File: src/rtl/watch_time_keeper_if.sv
// Bundle of signals exchanged between the time keeper and its clients
// (set mode drives the load request side, display/set mode read the time).
interface watch_time_keeper_if;
  logic        hold;
  logic        load_req;
  logic [47:0] bin_time;
  logic        load_ack;
  logic        load_err;
  logic [7:0]  year;
  logic [7:0]  month;
  logic [7:0]  day;
  logic [7:0]  hour;
  logic [7:0]  minute;
  logic [7:0]  second;
  logic        day_tick;

  // Requester / time consumer side
  modport master (
    output hold, load_req, bin_time,
    input  load_ack, load_err, year, month, day, hour, minute, second, day_tick
  );

  // Time keeper side
  modport slave (
    input  hold, load_req, bin_time,
    output load_ack, load_err, year, month, day, hour, minute, second, day_tick
  );
endinterface

File: src/rtl/watch_time_keeper.sv
// Watch time keeper: owns the running calendar time, advances it once per
// clk1sec edge with a full second->year carry chain (leap years included),
// and accepts clamped time loads through a level req/ack handshake.
module watch_time_keeper #(
  parameter logic [7:0] YEAR_MAX  = 8'd199,
  parameter logic [7:0] RST_YEAR  = 8'd24,
  parameter logic [7:0] RST_MONTH = 8'd1,
  parameter logic [7:0] RST_DAY   = 8'd1
) (
  input  logic                 clk1sec,
  input  logic                 rst,
  watch_time_keeper_if.slave   bus
);

  typedef enum logic {ST_RUN, ST_ACK} state_t;

  state_t     r_state;
  logic [7:0] r_year, r_month, r_day, r_hour, r_minute, r_second;
  logic       r_load_ack, r_load_err, r_day_tick;

  // Year 0 is 2000 (leap); year 100 is 2100 (not leap).
  function automatic logic is_leap(input logic [7:0] yr);
    return (yr[1:0] == 2'b00) && (yr != 8'd100);
  endfunction

  function automatic logic [7:0] days_in_month(input logic [7:0] mon,
                                               input logic [7:0] yr);
    logic [7:0] dim;
    case (mon)
      8'd4, 8'd6, 8'd9, 8'd11: dim = 8'd30;
      8'd2:                    dim = is_leap(yr) ? 8'd29 : 8'd28;
      default:                 dim = 8'd31;
    endcase
    return dim;
  endfunction

  // Saturate into [lo, hi]; plain 8-bit unsigned compares, no wrap.
  function automatic logic [7:0] sat_range(input logic [7:0] v,
                                           input logic [7:0] lo,
                                           input logic [7:0] hi);
    logic [7:0] r;
    if (v < lo)      r = lo;
    else if (v > hi) r = hi;
    else             r = v;
    return r;
  endfunction

  logic [7:0] w_dim;
  logic [7:0] w_inc_year, w_inc_month, w_inc_day;
  logic [7:0] w_inc_hour, w_inc_minute, w_inc_second;
  logic       w_rollover;

  logic [7:0] w_ld_year, w_ld_month, w_ld_day;
  logic [7:0] w_ld_hour, w_ld_minute, w_ld_second;
  logic [7:0] w_ld_dim;
  logic       w_ld_err;

  assign w_dim = days_in_month(r_month, r_year);

  // Next time value for a normal one-second advance, with the carry chain.
  always_comb begin
    w_inc_year   = r_year;
    w_inc_month  = r_month;
    w_inc_day    = r_day;
    w_inc_hour   = r_hour;
    w_inc_minute = r_minute;
    w_inc_second = r_second + 8'd1;
    w_rollover   = 1'b0;
    if (r_second >= 8'd59) begin
      w_inc_second = 8'd0;
      w_inc_minute = r_minute + 8'd1;
      if (r_minute >= 8'd59) begin
        w_inc_minute = 8'd0;
        w_inc_hour   = r_hour + 8'd1;
        if (r_hour >= 8'd23) begin
          w_inc_hour = 8'd0;
          w_rollover = 1'b1;
          w_inc_day  = r_day + 8'd1;
          if (r_day >= w_dim) begin
            w_inc_day   = 8'd1;
            w_inc_month = r_month + 8'd1;
            if (r_month >= 8'd12) begin
              w_inc_month = 8'd1;
              w_inc_year  = (r_year >= YEAR_MAX) ? 8'd0 : r_year + 8'd1;
            end
          end
        end
      end
    end
  end

  // Clamp each loaded field; day is bounded by the clamped month/year.
  always_comb begin
    w_ld_year   = sat_range(bus.bin_time[47:40], 8'd0, YEAR_MAX);
    w_ld_month  = sat_range(bus.bin_time[39:32], 8'd1, 8'd12);
    w_ld_dim    = days_in_month(w_ld_month, w_ld_year);
    w_ld_day    = sat_range(bus.bin_time[31:24], 8'd1, w_ld_dim);
    w_ld_hour   = sat_range(bus.bin_time[23:16], 8'd0, 8'd23);
    w_ld_minute = sat_range(bus.bin_time[15:8],  8'd0, 8'd59);
    w_ld_second = sat_range(bus.bin_time[7:0],   8'd0, 8'd59);
    w_ld_err    = (w_ld_year   != bus.bin_time[47:40]) ||
                  (w_ld_month  != bus.bin_time[39:32]) ||
                  (w_ld_day    != bus.bin_time[31:24]) ||
                  (w_ld_hour   != bus.bin_time[23:16]) ||
                  (w_ld_minute != bus.bin_time[15:8])  ||
                  (w_ld_second != bus.bin_time[7:0]);
  end

  // RUN/ACK sequencer: load capture, handshake release, and time advance.
  always_ff @(posedge clk1sec or negedge rst) begin
    if (!rst) begin
      r_state    <= ST_RUN;
      r_year     <= RST_YEAR;
      r_month    <= RST_MONTH;
      r_day      <= RST_DAY;
      r_hour     <= 8'd0;
      r_minute   <= 8'd0;
      r_second   <= 8'd0;
      r_load_ack <= 1'b0;
      r_load_err <= 1'b0;
      r_day_tick <= 1'b0;
    end else begin
      r_day_tick <= 1'b0;
      case (r_state)
        ST_RUN: begin
          if (bus.load_req) begin
            r_year     <= w_ld_year;
            r_month    <= w_ld_month;
            r_day      <= w_ld_day;
            r_hour     <= w_ld_hour;
            r_minute   <= w_ld_minute;
            r_second   <= w_ld_second;
            r_load_ack <= 1'b1;
            r_load_err <= w_ld_err;
            r_state    <= ST_ACK;
          end else if (!bus.hold) begin
            r_year     <= w_inc_year;
            r_month    <= w_inc_month;
            r_day      <= w_inc_day;
            r_hour     <= w_inc_hour;
            r_minute   <= w_inc_minute;
            r_second   <= w_inc_second;
            r_day_tick <= w_rollover;
          end
        end
        ST_ACK: begin
          // Time stays frozen until the requester drops its request.
          if (!bus.load_req) begin
            r_load_ack <= 1'b0;
            r_load_err <= 1'b0;
            r_state    <= ST_RUN;
          end
        end
        default: r_state <= ST_RUN;
      endcase
    end
  end

  assign bus.year     = r_year;
  assign bus.month    = r_month;
  assign bus.day      = r_day;
  assign bus.hour     = r_hour;
  assign bus.minute   = r_minute;
  assign bus.second   = r_second;
  assign bus.load_ack = r_load_ack;
  assign bus.load_err = r_load_err;
  assign bus.day_tick = r_day_tick;

endmodule

File: src/flat_wrapper.sv
// flat-port wrapper written by rule: the top's interface ports become plain ports
module watch_time_keeper_flat 
#(
  parameter logic [7:0] YEAR_MAX  = 8'd199,
  parameter logic [7:0] RST_YEAR  = 8'd24,
  parameter logic [7:0] RST_MONTH = 8'd1,
  parameter logic [7:0] RST_DAY   = 8'd1
)
  (clk1sec, rst, bus_hold, bus_load_req, bus_bin_time, bus_load_ack, bus_load_err, bus_year, bus_month, bus_day, bus_hour, bus_minute, bus_second, bus_day_tick);
  watch_time_keeper_if bus_i ();
  input  logic clk1sec;
  input  logic rst;
  input wire logic [$bits(bus_i.hold)-1:0] bus_hold;
  input wire logic [$bits(bus_i.load_req)-1:0] bus_load_req;
  input wire logic [$bits(bus_i.bin_time)-1:0] bus_bin_time;
  output wire logic [$bits(bus_i.load_ack)-1:0] bus_load_ack;
  output wire logic [$bits(bus_i.load_err)-1:0] bus_load_err;
  output wire logic [$bits(bus_i.year)-1:0] bus_year;
  output wire logic [$bits(bus_i.month)-1:0] bus_month;
  output wire logic [$bits(bus_i.day)-1:0] bus_day;
  output wire logic [$bits(bus_i.hour)-1:0] bus_hour;
  output wire logic [$bits(bus_i.minute)-1:0] bus_minute;
  output wire logic [$bits(bus_i.second)-1:0] bus_second;
  output wire logic [$bits(bus_i.day_tick)-1:0] bus_day_tick;
  assign bus_i.hold = bus_hold;
  assign bus_i.load_req = bus_load_req;
  assign bus_i.bin_time = bus_bin_time;
  assign bus_load_ack = bus_i.load_ack;
  assign bus_load_err = bus_i.load_err;
  assign bus_year = bus_i.year;
  assign bus_month = bus_i.month;
  assign bus_day = bus_i.day;
  assign bus_hour = bus_i.hour;
  assign bus_minute = bus_i.minute;
  assign bus_second = bus_i.second;
  assign bus_day_tick = bus_i.day_tick;
  watch_time_keeper #(.YEAR_MAX(YEAR_MAX), .RST_YEAR(RST_YEAR), .RST_MONTH(RST_MONTH), .RST_DAY(RST_DAY)) u_core (.clk1sec(clk1sec), .rst(rst), .bus(bus_i));
endmodule
File: config.mk
export PLATFORM = sky130hd
export DESIGN_NAME = watch_time_keeper_flat
export DESIGN_NICKNAME = d
export VERILOG_FILES = /design/src/rtl/watch_time_keeper_if.sv /design/src/rtl/watch_time_keeper.sv /design/src/flat_wrapper.sv
export SDC_FILE = /design/constraint.sdc
export NUM_CORES = 1
export LEC_CHECK = 0
export BUFFER_PORTS_ARGS = -buffer_cell sky130_fd_sc_hd__buf_2
export CAP_MARGIN = 20
export CELL_PAD_IN_SITES_DETAIL_PLACEMENT = 1
export CELL_PAD_IN_SITES_GLOBAL_PLACEMENT = 1
export CORE_MARGIN = 5
export CORE_UTILIZATION = 38
export CTS_BUF_LIST = sky130_fd_sc_hd__clkbuf_16
export CTS_CLUSTER_DIAMETER = 150
export CTS_CLUSTER_SIZE = 30
export DETAILED_ROUTE_END_ITERATION = 6
export GPL_ROUTABILITY_DRIVEN = 1
export PLACE_DENSITY_LB_ADDON = 0.15
export SLEW_MARGIN = 5
export SYNTH_ARGS = -nofsm -noshare
export SYNTH_HDL_FRONTEND = slang
export SYNTH_SLANG_ARGS = --single-unit
File: constraint.sdc
create_clock -name clk1sec -period 2.98 [get_ports clk1sec]
set_input_delay 0.149 -clock clk1sec [delete_from_list [all_inputs] [get_ports clk1sec]]
set_output_delay 0.149 -clock clk1sec [all_outputs]
set_load 0.01 [all_outputs]
==> results of run 1 <==
[sequential cells by signal (all words and copies together), names as in the netlist]
register / flops
u_core.bus.minute: 8
u_core.bus.month: 8
u_core.bus.second: 8
u_core.bus.day_tick: 1
u_core.bus.hour: 8
u_core.bus.load_err: 1
u_core.bus.day: 8
u_core.bus.load_ack: 1
u_core.r_state: 1
u_core.bus.year: 8
[metrics by stage]
| step | setup WS (ns) | cell area, um^2 | util, % |
|---|---|---|---|
| 2_1_floorplan | 0.3187 | 3254 | - |
| 3_3_place_gp | 0.1805 | 3950 | 47.60 |
| 3_5_place_dp | 0.1051 | 3950 | 47.60 |
| 4_1_cts | 0.08453 | 4100 | 49.40 |
| 5_1_grt | 0.02335 | 4115 | 49.59 |
| 6_report | 0.2274 | 4115 | 49.59 |
[what timing repair did]
action,in CTS,in global routing
endpoints found under the setup margin,0,10
hold buffers,1,0
resized for setup,0,5
endpoints found under the hold margin,33,0
[worst min-delay path by stage]
stage | to | slack, ns | depth (start not counted)
after floorplan | u_core.bus.day[1] | -0.15 | 0
after global placement | u_core.bus.second[5] | 0.29 | 1
after detailed placement | u_core.bus.second[5] | 0.29 | 1
after CTS | u_core.bus.year[7] | 0.15 | 3
after global routing | u_core.bus.year[7] | 0.17 | 3
final | u_core.bus.year[7] | 0.15 | 3
[cells in the mapped netlist, types with 2 or more instances]
| master | count |
|---|---|
| ha_1 | 14 |
| o21ai_0 | 51 |
| clkbuf_1 | 9 |
| dfstp_2 | 4 |
| nor3_1 | 10 |
| a21oi_1 | 13 |
| nand3_1 | 14 |
| o31ai_1 | 4 |
| buf_2 | 2 |
| dfrtp_1 | 48 |
| nor3b_1 | 3 |
| a22o_1 | 9 |
| and2_1 | 4 |
| mux2i_1 | 2 |
| o32ai_1 | 2 |
| or4_1 | 3 |
| or3_1 | 3 |
| a31oi_1 | 11 |
| o41ai_1 | 2 |
| mux2_2 | 2 |
| a2111oi_0 | 2 |
| a41o_1 | 2 |
| and3_1 | 5 |
| o22ai_1 | 6 |
| nor2b_1 | 9 |
| o2bb2ai_1 | 3 |
| nor2_1 | 23 |
| o211ai_2 | 2 |
| o211ai_1 | 4 |
| nand2b_1 | 5 |
| o21a_1 | 4 |
| nand2_1 | 26 |
| nand4b_1 | 2 |
| o31a_1 | 4 |
| nand4_1 | 5 |
| o21ai_1 | 3 |
| inv_1 | 25 |
| nor4_1 | 2 |
[routing by layer]
layer	up-vias	global-route usage, %	wire (um)
li1	1613	-	-
met1	1670	25.21	4556
met2	60	36.30	5269
met3	10	2.842	370
met4	0	5.247	130
met5	-	0	0
[worst register-to-register path, delay by kind of cell, from the launching register on]
family / cells / cell delay [ns]
flops: 1 / 0.42
simple gates: 3 / 1.13
buf+inv: 1 / 0.22
fa+ha+maj: 1 / 0.22
compound gates: 4 / 0.65
[cells by family (layout without fill, tap and decap cells)]
family                   Yosys count  after routing  synth area share [%]
AND/OR/NAND/NOR                  122            122                 19.72
AO/OA/AOI/OAI                    139            139                 28.80
adder cells (fa/ha/maj)           15             15                 5.690
multiplexers                       4              4                 1.307
buffers and inverters             37            151                 4.344
flip-flops                        52             52                 40.14
[layout make-up]
type | count | area, um^2 | share of cell area [%]
multi-input cells | 280 | 1812 | 44.03
flip-flops and latches | 52 | 1309 | 31.80
repair buffers | 117 | 625.6 | 15.20
well taps | 105 | 131.4 | 3.192
clock buffers | 5 | 125.1 | 3.040
inverters | 26 | 97.59 | 2.372
clock inverters | 3 | 15.01 | 0.3649
[power by group]
| part | internal [mW] | switching (mW) | total (mW) |
|---|---|---|---|
| Clock | 0.306 | 0.254 | 0.560 |
| Combinational | 0.412 | 0.533 | 0.944 |
| Sequential | 0.882 | 0.231 | 1.11 |
| Total | 1.60 | 1.02 | 2.62 |
==> flow_summary.ini, run 1 <==
[clock_tree]
cts-root-buf = clkbuf_16
cts_setup_buffers = 0
htreeDepth = 2
clkSinkCount = 52
clk_latency_ns = 0.29
cts_tree = built
clk_pin_slew_ns = 0.07
cts_made_buffers = 5
clock_path_buffers = 2

[critical_path]
worst_setup_path_endpoint = u_core.bus.year[2]
cp_num_buf_inv = 1
worstPathMaxFanout = 14
r2r_slack_ns = 0.23
end_kind = flop
r2r_cells = 9
startpoint = u_core.bus.month[5]
cp.required_ns = 3.16
startpoint_type = flop
r2r_end = u_core.bus.year[2]
cpPeakStageDelay_ns = 0.58
cp.arrival_ns = 2.93
critPathTopFamily = simple AND/OR/NAND/NOR gates
crit_chain = or4_1 -> nor4b_1 -> ha_1 -> a21oi_1 -> o21a_1 -> nor3_2 -> buf_4 -> o21ai_0 -> a22o_1
worst-setup-path-type = flop to flop
r2r-start = u_core.bus.month[5]
worst-path-stages = 9
critPathSlowestCell = or4_1

[finish]
final_cells = 588
final_common_cell = buf_2
drive_above_1_share_pct = 29.40
syn_to_final_growth_pct = 26.45
final_cell_mix = 102 x buf_2, 50 x o21ai_0, 46 x dfrtp_1, 26 x inv_1, 26 x nand2_1
fillCellCount = 1021
finalNetCount = 548
antenna_cells = 0

[routing]
vias = 3353
drc = 0
viasPerCell = 5.702
drt_first_pass_iters = 4
wirelength_mm = 10.33
drtIter0Drc = 87
avgRoutedWirePerCell_um = 17.56
ant_nets = 0

[placement]
post-dp-hpwl_mm = 7.996
io_buffers = 102
place.gp.congestion = 0.8699
dpl.cell_count = 578

[floorplanning]
dieWidth_um = 102.5
ios = 103
dieArea_um2 = 10510
row_count = 33
coreArea_um2 = 8299
die_h_um = 102.5
initial_utilization_pct = 39.21

[timing]
fmax_ghz = 0.3633
holdWs_ns = 0.1507
setup_viol = 0
hold_viol_final = 0
min_period_over_period_pct = 92.37
skew_ns = 0.006900
rsz0062_at_grt = false
tightestPinTransition_ns = 0.7845
slew_violations = 0
finalCriticalPeriod_ns = 2.753
max_slew_margin_pct = 47.70
fin_setup_tns_ns = 0

[logic_synthesis]
synthFlopType = dfrtp_1
ys_warn_count = 0
synth.largest_area_cell = dfrtp_1
synth-seq-cells = 52
syn_nets = 435
mappedNetlistArea_um2 = 3254
syn_inst = 369
ys_types = 65
synth-seq-area-share_pct = 40.14
synth_top_area_share_pct = 36.91
synth_edf_count = 0
synth-async-reset-ratio_pct = 100.0
syn_area_per_cell_um2 = 8.819
yosys-top-cells-area = dfrtp_1 37%, o21ai_0 7.8%, ha_1 5.4%

[flow_run]
cap_violations = 0

[power]
power_density_nw_per_um2 = 636.2
finalPower_mw = 2.618
ir_worst_vdd_mv = 0.3416
leakage_nw = 1.929

[hold_path]
min_path_type = input pin to flop
min_from = bus_bin_time[47]

[grt]
grt_pass1_wl_mm = 16.88
grt_max_degree = 36
overflow = 0
track_usage_pct = 20.14
grt_pass1_vias = 3424
antenna_found_initial = 0

[run_status]
status = complete, no violations
(Power assumes the default switching activity.)
==> run 2: changes to the inputs <==
--- a/config.mk
+++ b/config.mk
@@ -10,5 +10,4 @@
 export CELL_PAD_IN_SITES_DETAIL_PLACEMENT = 1
 export CELL_PAD_IN_SITES_GLOBAL_PLACEMENT = 1
-export CORE_MARGIN = 5
 export CORE_UTILIZATION = 38
 export CTS_BUF_LIST = sky130_fd_sc_hd__clkbuf_16
@@ -17,4 +16,5 @@
 export DETAILED_ROUTE_END_ITERATION = 6
 export GPL_ROUTABILITY_DRIVEN = 1
+export MAX_ROUTING_LAYER = met4
 export PLACE_DENSITY_LB_ADDON = 0.15
 export SLEW_MARGIN = 5
==> constraint.sdc (replaced) <==
create_clock -name clk1sec -period 2.98 [get_ports clk1sec]
set_input_delay 0.596 -clock clk1sec [delete_from_list [all_inputs] [get_ports clk1sec]]
set_output_delay 0.596 -clock clk1sec [all_outputs]
set_load 0.01 [all_outputs]
==> run 2 against run 1 <==
Clock skew increased by 0.0032 ns. Fmax fell by 1.5%. Power up 2.1%. Via count up 0.42%. Clock power rose by 4.3%. Sequential power barely moved. Critical path depth grew 5. Final cell count up 1.4%. Critical endpoint is now u_core.bus.day[1]. Largest cell class unchanged.
==> flow_summary.ini, run 2 (synthesized netlist as in run 1, its figures left out) <==
[floorplanning]
ios = 103
initial_utilization_pct = 39.41
dieWidth_um = 94.54
coreArea_um2 = 8258
dieArea_um2 = 8938
row_count = 33
die_h_um = 94.54

[finish]
drive_above_1_share_pct = 31.57
final_common_cell = buf_2
stdcell_area_um2 = 4189
antenna_cells = 0
syn_to_final_growth_pct = 28.72
finalNetCount = 556
final_cells = 596
final_cell_mix = 103 x buf_2, 50 x o21ai_0, 48 x dfrtp_1, 26 x nand2_1, 25 x inv_1

[timing]
slew_violations = 0
max_slew_margin_pct = 67.03
hold_viol_final = 0
finalCriticalPeriod_ns = 2.793
fmax_ghz = 0.3580
holdWs_ns = 0.2071
setup_viol = 0
skew_ns = 0.01006
min_period_over_period_pct = 93.74
rsz0062_at_grt = false
tightestPinTransition_ns = 0.4937

[critical_path]
cp.arrival_ns = 2.97
crit_chain = buf_2 -> o311a_1 -> a2111oi_2 -> buf_4 -> o22ai_1 -> inv_1 -> ha_1 -> nand2_1 -> nand4_1 -> o21ai_0 -> buf_4 -> mux2i_1 -> a2bb2oi_1 -> o21ai_0
cpPeakStageDelay_ns = 0.38
critPathTopFamily = compound AO/OA/AOI/OAI gates
startpoint_type = input pin
end_kind = flop
worst-setup-path-type = input pin to flop
cp_num_buf_inv = 4
worstPathMaxFanout = 4
cp.required_ns = 3.16
critPathSlowestCell = o311a_1

[routing]
wirelength_mm = 10.10
drt_first_pass_iters = 4
ant_nets = 0
avgRoutedWirePerCell_um = 16.94
vias = 3367
viasPerCell = 5.649
drc = 0
drtIter0Drc = 72

[grt]
overflow = 0
antenna_found_initial = 0
grt_max_degree = 24
track_usage_pct = 24.24
grt_pass1_vias = 3453
grt_pass1_wl_mm = 16.57

[clock_tree]
clk_latency_ns = 0.29
clkSinkCount = 52
cts-root-buf = clkbuf_16
clk_pin_slew_ns = 0.07
htreeDepth = 2
cts_tree = built
cts_made_buffers = 5
clock_path_buffers = 2

[power]
finalPower_mw = 2.672
leakage_nw = 1.976
power_density_nw_per_um2 = 637.8
ir_worst_vdd_mv = 0.3542

[placement]
dpl.cell_count = 587
post-dp-hpwl_mm = 7.780
place_area_um2 = 4018
io_buffers = 102
place.gp.congestion = 0.9280

[flow_run]
cap_violations = 0

[hold_path]
min_path_type = input pin to asynchronous set/reset pin

[run_status]
status = complete, no violations
[run 2: where the power goes]
| part | leakage (nW) | switching (mW) | internal [mW] |
|---|---|---|---|
| logic | 1.26 | 0.554 | 0.438 |
| registers | 0.643 | 0.217 | 0.880 |
| clock network | 0.0702 | 0.271 | 0.313 |
| total | 1.98 | 1.04 | 1.63 |
[run 2: timing repair]
item / 4_1_cts / 5_1_grt
setup endpoints to repair: 0 / 18
gates resized for setup: 0 / 7
hold buffers: 0 / 0
buffers inserted: 0 / 0
[run 2: per-stage QoR]
stage	setup WS, ns	TNS (ns)	util, %
after CTS	0.1211	0	50.42
after global routing	0.02445	0	50.73
after detailed placement	-0.1883	-0.4391	48.65
after global placement	0.008989	0	48.65
final	0.1865	0	50.73
after floorplan	0.1449	0	-
[run 2: cell type report]
class | instances | area, um^2
multi-input combinational | 280 | 1827
clock buffer | 5 | 125.1
tap | 105 | 131.4
fill | 1019 | 4069
clock inverter | 3 | 21.27
sequential | 52 | 1306
inverter | 26 | 97.59
timing repair buffer | 125 | 680.7
[run 2: final timing paths]
check / from / cells past startpoint / end / slack [ns]
worst max-delay path: bus_bin_time[44] / 14 / u_core.bus.day[1] / 0.19
worst min register to register: u_core.bus.month[7] / 2 / u_core.bus.month[7] / 0.52
min in group clk1sec: u_core.bus.month[7] / 2 / u_core.bus.month[7] / 0.52
worst min-delay path: rst / 1 / u_core.bus.second[5] / 0.21
worst max register to register: u_core.bus.month[5] / 10 / u_core.bus.year[2] / 0.30
max in group asynchronous: rst / 2 / u_core.bus.month[0] / 2.10
[run 2: per-layer routing]
layer,GRT usage [%],vias to the layer above,routed length (um),part of all wire (%)
li1,-,1630,-,-
met1,30.08,1658,4676,46
met2,42.03,64,4980,49
met3,3.140,15,306,3.0
met4,5.429,0,135,1.3
met5,-,-,0,0
[run 2: worst register-to-register path: stages (launching register included)]
cell	delay [ns]
dfrtp_1	0.42
or4_1	0.58
nand2b_1	0.18
ha_1	0.26
nand2b_1	0.09
a21oi_1	0.07
o21a_2	0.25
nor3_2	0.15
buf_4	0.21
o21ai_0	0.12
a22o_1	0.24
